--- src/rtl/serial_word_collector.sv ---
// Collects LSB-first serial bits into a WIDTH-bit word and offers it on a valid/ready output.
// Latency: out_valid rises on the edge that captures the WIDTH-th valid bit.
// Backpressure: the word is held until out_ready; bits arriving meanwhile are dropped and flagged in overrun.
module serial_word_collector #(
  parameter int WIDTH = 8,
  parameter int CNT_W = 3
) (
  input  logic             clk,
  input  logic             rst,
  input  logic             start,
  input  logic             bit_in,
  input  logic             bit_valid,
  input  logic             out_ready,
  output logic [WIDTH-1:0] data_out,
  output logic             out_valid,
  output logic             busy,
  output logic             overrun
);

  typedef enum logic [1:0] {
    IDLE  = 2'd0,
    SHIFT = 2'd1,
    HOLD  = 2'd2
  } state_t;

  state_t             state, state_nxt;
  logic [WIDTH-1:0]   shreg, shreg_nxt;
  logic [CNT_W-1:0]   count, count_nxt;
  logic [WIDTH-1:0]   data_nxt;
  logic               overrun_nxt;
  logic [WIDTH-1:0]   shifted;
  logic               last_bit;

  // New bits enter at the MSB and move right, so the first bit ends up in bit 0.
  generate
    if (WIDTH == 1) begin : g_one
      assign shifted = bit_in;
    end else begin : g_many
      assign shifted = {bit_in, shreg[WIDTH-1:1]};
    end
  endgenerate

  assign last_bit  = (count == CNT_W'(WIDTH - 1));
  assign busy      = (state == SHIFT);
  assign out_valid = (state == HOLD);

  // State register and datapath registers; reset discards any partial word.
  always_ff @(posedge clk or posedge rst) begin
    if (rst) begin
      state    <= IDLE;
      shreg    <= '0;
      count    <= '0;
      data_out <= '0;
      overrun  <= 1'b0;
    end else begin
      state    <= state_nxt;
      shreg    <= shreg_nxt;
      count    <= count_nxt;
      data_out <= data_nxt;
      overrun  <= overrun_nxt;
    end
  end

  // Next-state and datapath update; start takes priority over a bit in the same cycle.
  always_comb begin
    state_nxt   = state;
    shreg_nxt   = shreg;
    count_nxt   = count;
    data_nxt    = data_out;
    overrun_nxt = overrun;
    case (state)
      IDLE: begin
        if (start) begin
          state_nxt   = SHIFT;
          shreg_nxt   = '0;
          count_nxt   = '0;
          overrun_nxt = 1'b0;
        end
      end
      SHIFT: begin
        if (start) begin
          shreg_nxt   = '0;
          count_nxt   = '0;
          overrun_nxt = 1'b0;
        end else if (bit_valid) begin
          shreg_nxt = shifted;
          if (last_bit) begin
            data_nxt  = shifted;
            count_nxt = '0;
            state_nxt = HOLD;
          end else begin
            count_nxt = count + 1'b1;
          end
        end
      end
      HOLD: begin
        if (out_ready) begin
          if (start) begin
            state_nxt   = SHIFT;
            shreg_nxt   = '0;
            count_nxt   = '0;
            overrun_nxt = 1'b0;
          end else begin
            state_nxt = IDLE;
          end
        end else if (bit_valid) begin
          overrun_nxt = 1'b1;
        end
      end
      default: begin
        state_nxt = IDLE;
      end
    endcase
  end

endmodule

--- config.mk ---
export PLATFORM = sky130hd
export DESIGN_NAME = serial_word_collector
export DESIGN_NICKNAME = d
export VERILOG_FILES = /design/src/rtl/serial_word_collector.sv
export SDC_FILE = /design/constraint.sdc
export NUM_CORES = 1
export LEC_CHECK = 0
export CAP_MARGIN = 20
export CORE_MARGIN = 2
export CORE_UTILIZATION = 45
export CTS_CLUSTER_SIZE = 10
export DETAILED_ROUTE_END_ITERATION = 7
export PLACE_DENSITY = 0.77
export SYNTH_ARGS = -nofsm -noshare
export SYNTH_HDL_FRONTEND = slang
export SYNTH_SLANG_ARGS = --single-unit
--- constraint.sdc ---
create_clock -name clk -period 1.5 [get_ports clk]
set_clock_uncertainty 0.1 [all_clocks]
set_input_delay 0.375 -clock clk [delete_from_list [all_inputs] [get_ports clk]]
set_output_delay 0.375 -clock clk [all_outputs]
set_load 0.05 [all_outputs]
==> results.py <==
metrics = {
    "synthesis": {
        "syn_area_um2": 956,
        "synth_area_leaders": "dfrtp_1 (55%), mux2i_1 (9.4%), mux2_2 (8.2%), nand2_1 (7.5%), ha_1 (2.6%)",
        "synth_top_cell_area_share": 0.550,
        "syn-num-nets": 92,
        "seq_area_frac_synth": 0.550,
        "synth.ff_latch_count": 21,
        "syn_inst": 84,
        "synth_top_area_cell": "dfrtp_1",
        "async_flop_share": 1.00,
        "synth_ff_type": "dfrtp_1",
        "synth_edf_count": 0,
        "yosysWarningCount": 0,
        "yosysUniqueCellTypes": 22,
        "syn_avg_cell_area_um2": 11.4,
    },
    "setup_path": {
        "critPathArrivalTime_ns": 1.15,
        "r2r_slack_ns": -0.10,
        "critPathMaxFanout": 3,
        "r2r-end": "data_out[7]$_DFFE_PP0P_",
        "setup.worst_path.start_class": "register",
        "startpoint": "state[1]$_DFFE_PP0P_",
        "r2r-start": "state[1]$_DFFE_PP0P_",
        "end_kind": "output port",
        "r2r_cells": 5,
        "critPathKind": "register to output port",
        "cp-endpoint": "out_valid",
        "critPathRequiredTime_ns": 1.02,
    },
    "drt": {
        "routedWlPerCell_um": 15.4,
        "avgViaCountPerCell": 5.15,
        "wl_met2_mm": 1.16,
        "totalWireLength_mm": 2.20,
        "drtAntennaViolNets": 0,
        "drc": 0,
        "vias": 737,
        "drt-pass1-iter-count": 4,
        "routed-wl-met3_um": 72,
        "dr.first_iter.drc_count": 13,
        "wl_met1_um": 913,
        "highest_layer": "met4",
    },
    "timing": {
        "post-route-min-period_ns": 1.63,
        "slew_violations": 0,
        "period_share": 1.09,
        "worstMarginPinSlew_ns": 0.262,
        "fin_ws_ns": -0.129,
        "hold_viol": 0,
        "rsz0062_at_grt": "true",
        "setup_viol_count_final": 11,
        "setup-tns-final_ns": -1.09,
        "relSlewSlack": 0.825,
        "max_freq_mhz": 614,
    },
    "power": {
        "p_leak_uw": 0.000743,
        "power_density_mw_per_mm2": 675,
        "ir_worst_vdd_v": 0.000559,
    },
    "placed_design": {
        "dp_hpwl_mm": 1.42,
        "gp_congestion": 0.731,
        "dp_cells": 133,
        "io_buffers": 16,
    },
    "clock_tree": {
        "cts_tree": "yes",
        "cts_buffers": 3,
        "cts.htree.levels": 1,
        "clock-sinks": 21,
        "clkTransAtPathRegs_ns": 0.11,
        "insertion_delay_ns": 0.30,
        "cts_max_path_buffers": 2,
        "ctsRootBufferMaster": "clkbuf_4",
    },
    "final_layout": {
        "stdcell_count": 143,
        "layout_commonest_cell": "dfrtp_1",
        "num-nets-final": 125,
        "diodes": 0,
        "drive_gt1_frac": 0.431,
        "area_delta_synth_final_pct": 59.8,
        "layout_common_cells": "dfrtp_1 (21), nand2_1 (17), buf_12 (12)",
    },
    "die": {
        "core_mm2": 0.00198,
        "die_area_mm2": 0.00251,
        "die_y_um": 50.1,
        "die_x_um": 50.1,
        "num_rows": 16,
        "io_pins": 17,
        "initial_core_util": 0.482,
    },
    "run_status": {
        "violations": "negative setup slack",
        "status": "finished with violations",
    },
    "global_route": {
        "first_global_vias": 765,
        "grt_pass1_wl_mm": 3.75,
        "grt.total_usage": 0.206,
        "antenna_found_initial": 0,
        "gr-total-overflow": 0,
        "grt_max_degree": 22,
    },
    "hold_path": {
        "hp-class": "input port to async pin",
    },
    "flow_run": {
        "drv_cap": 0,
    },
}
==> per-layer routing <==
metal | up-vias | GRT usage
met3 | 6 | 0.0303
li1 | 345 | -
met1 | 370 | 0.253
met2 | 16 | 0.351
met4 | 0 | 0.0972
met5 | - | 0
==> worst min path at each step <==
| stage | cells past startpoint | from | end |
|---|---|---|---|
| after floorplan | 1 | rst | count[0]$_DFFE_PP0P_ |
| after global placement | 1 | shreg[1]$_DFFE_PP0P_ | data_out[0]$_DFFE_PP0P_ |
| after detailed placement | 1 | shreg[2]$_DFFE_PP0P_ | data_out[1]$_DFFE_PP0P_ |
| after CTS | 3 | rst | shreg[1]$_DFFE_PP0P_ |
| after global routing | 3 | rst | data_out[2]$_DFFE_PP0P_ |
| final | 3 | rst | shreg[1]$_DFFE_PP0P_ |
==> cell usage after synthesis, types with 2 or more instances <==
master     n
dfrtp_1   21
nand2_1   19
mux2i_1    9
mux2_2     7
inv_1      4
a21oi_1    3
buf_2      2
ha_1       2
nand3b_1   2
nor2b_1    2
o21ai_0    2
==> worst max-delay path: stages, from the launching register on <==
cell,delay (ns)
dfrtp_1,0.41
buf_6,0.14
inv_4,0.04
nor2_4,0.12
buf_12,0.15
==> area by class of cell <==
cell class,instances,area [um^2]
Clock buffer,3,22.5
Sequential cell,21,526
Timing Repair Buffer,32,434
Multi-Input combinational cell,55,489
Clock inverter,1,5.00
Inverter,4,17.5
Tap cell,27,33.8
Fill cell,116,454
==> through the flow <==
stage | setup WS (ns) | cell area [um^2] | hold slack, ns | power (uW) | util
CTS | -0.106 | 1480 | 0.301 | 1030 | 0.746
detailed placement | -0.537 | 1320 | 0.410 | 746 | 0.667
finish | -0.129 | 1530 | 0.299 | 1030 | 0.771
floorplan | 0.00000722 | 966 | 0.252 | 687 | -
global placement | -0.458 | 1320 | 0.395 | 740 | 0.667
global route | -0.182 | 1530 | 0.329 | 1080 | 0.771
==> sequential cells by signal, indices dropped and copies added (netlist names) <==
signal	count
overrun	1
count	3
shreg	7
state	2
data_out	8
==> kinds of logic after synthesis <==
logic type                 Yosys count  share of synthesized area
buffers and inverters                8                     0.0380
DFF                                 21                      0.550
muxes                               17                      0.188
AOI/OAI and AO/OA                    7                     0.0406
adders and majority gates            2                     0.0262
and+or+nand+nor                     29                      0.157
==> what timing repair did <==
item                                    4_1_cts  5_1_grt
setup buffers                                 5        1
pin swaps                                     4        2
resized for setup                            27        7
hold buffers                                  0        0
endpoints found under the setup margin       20       20
==> where the power goes <==
part / internal (uW) / switching, uW
combinational: 80.1 / 74.4
sequential: 588 / 20.1
clock: 99.5 / 170
total: 768 / 264
No activity file was read; power rests on OpenSTA's default activity.
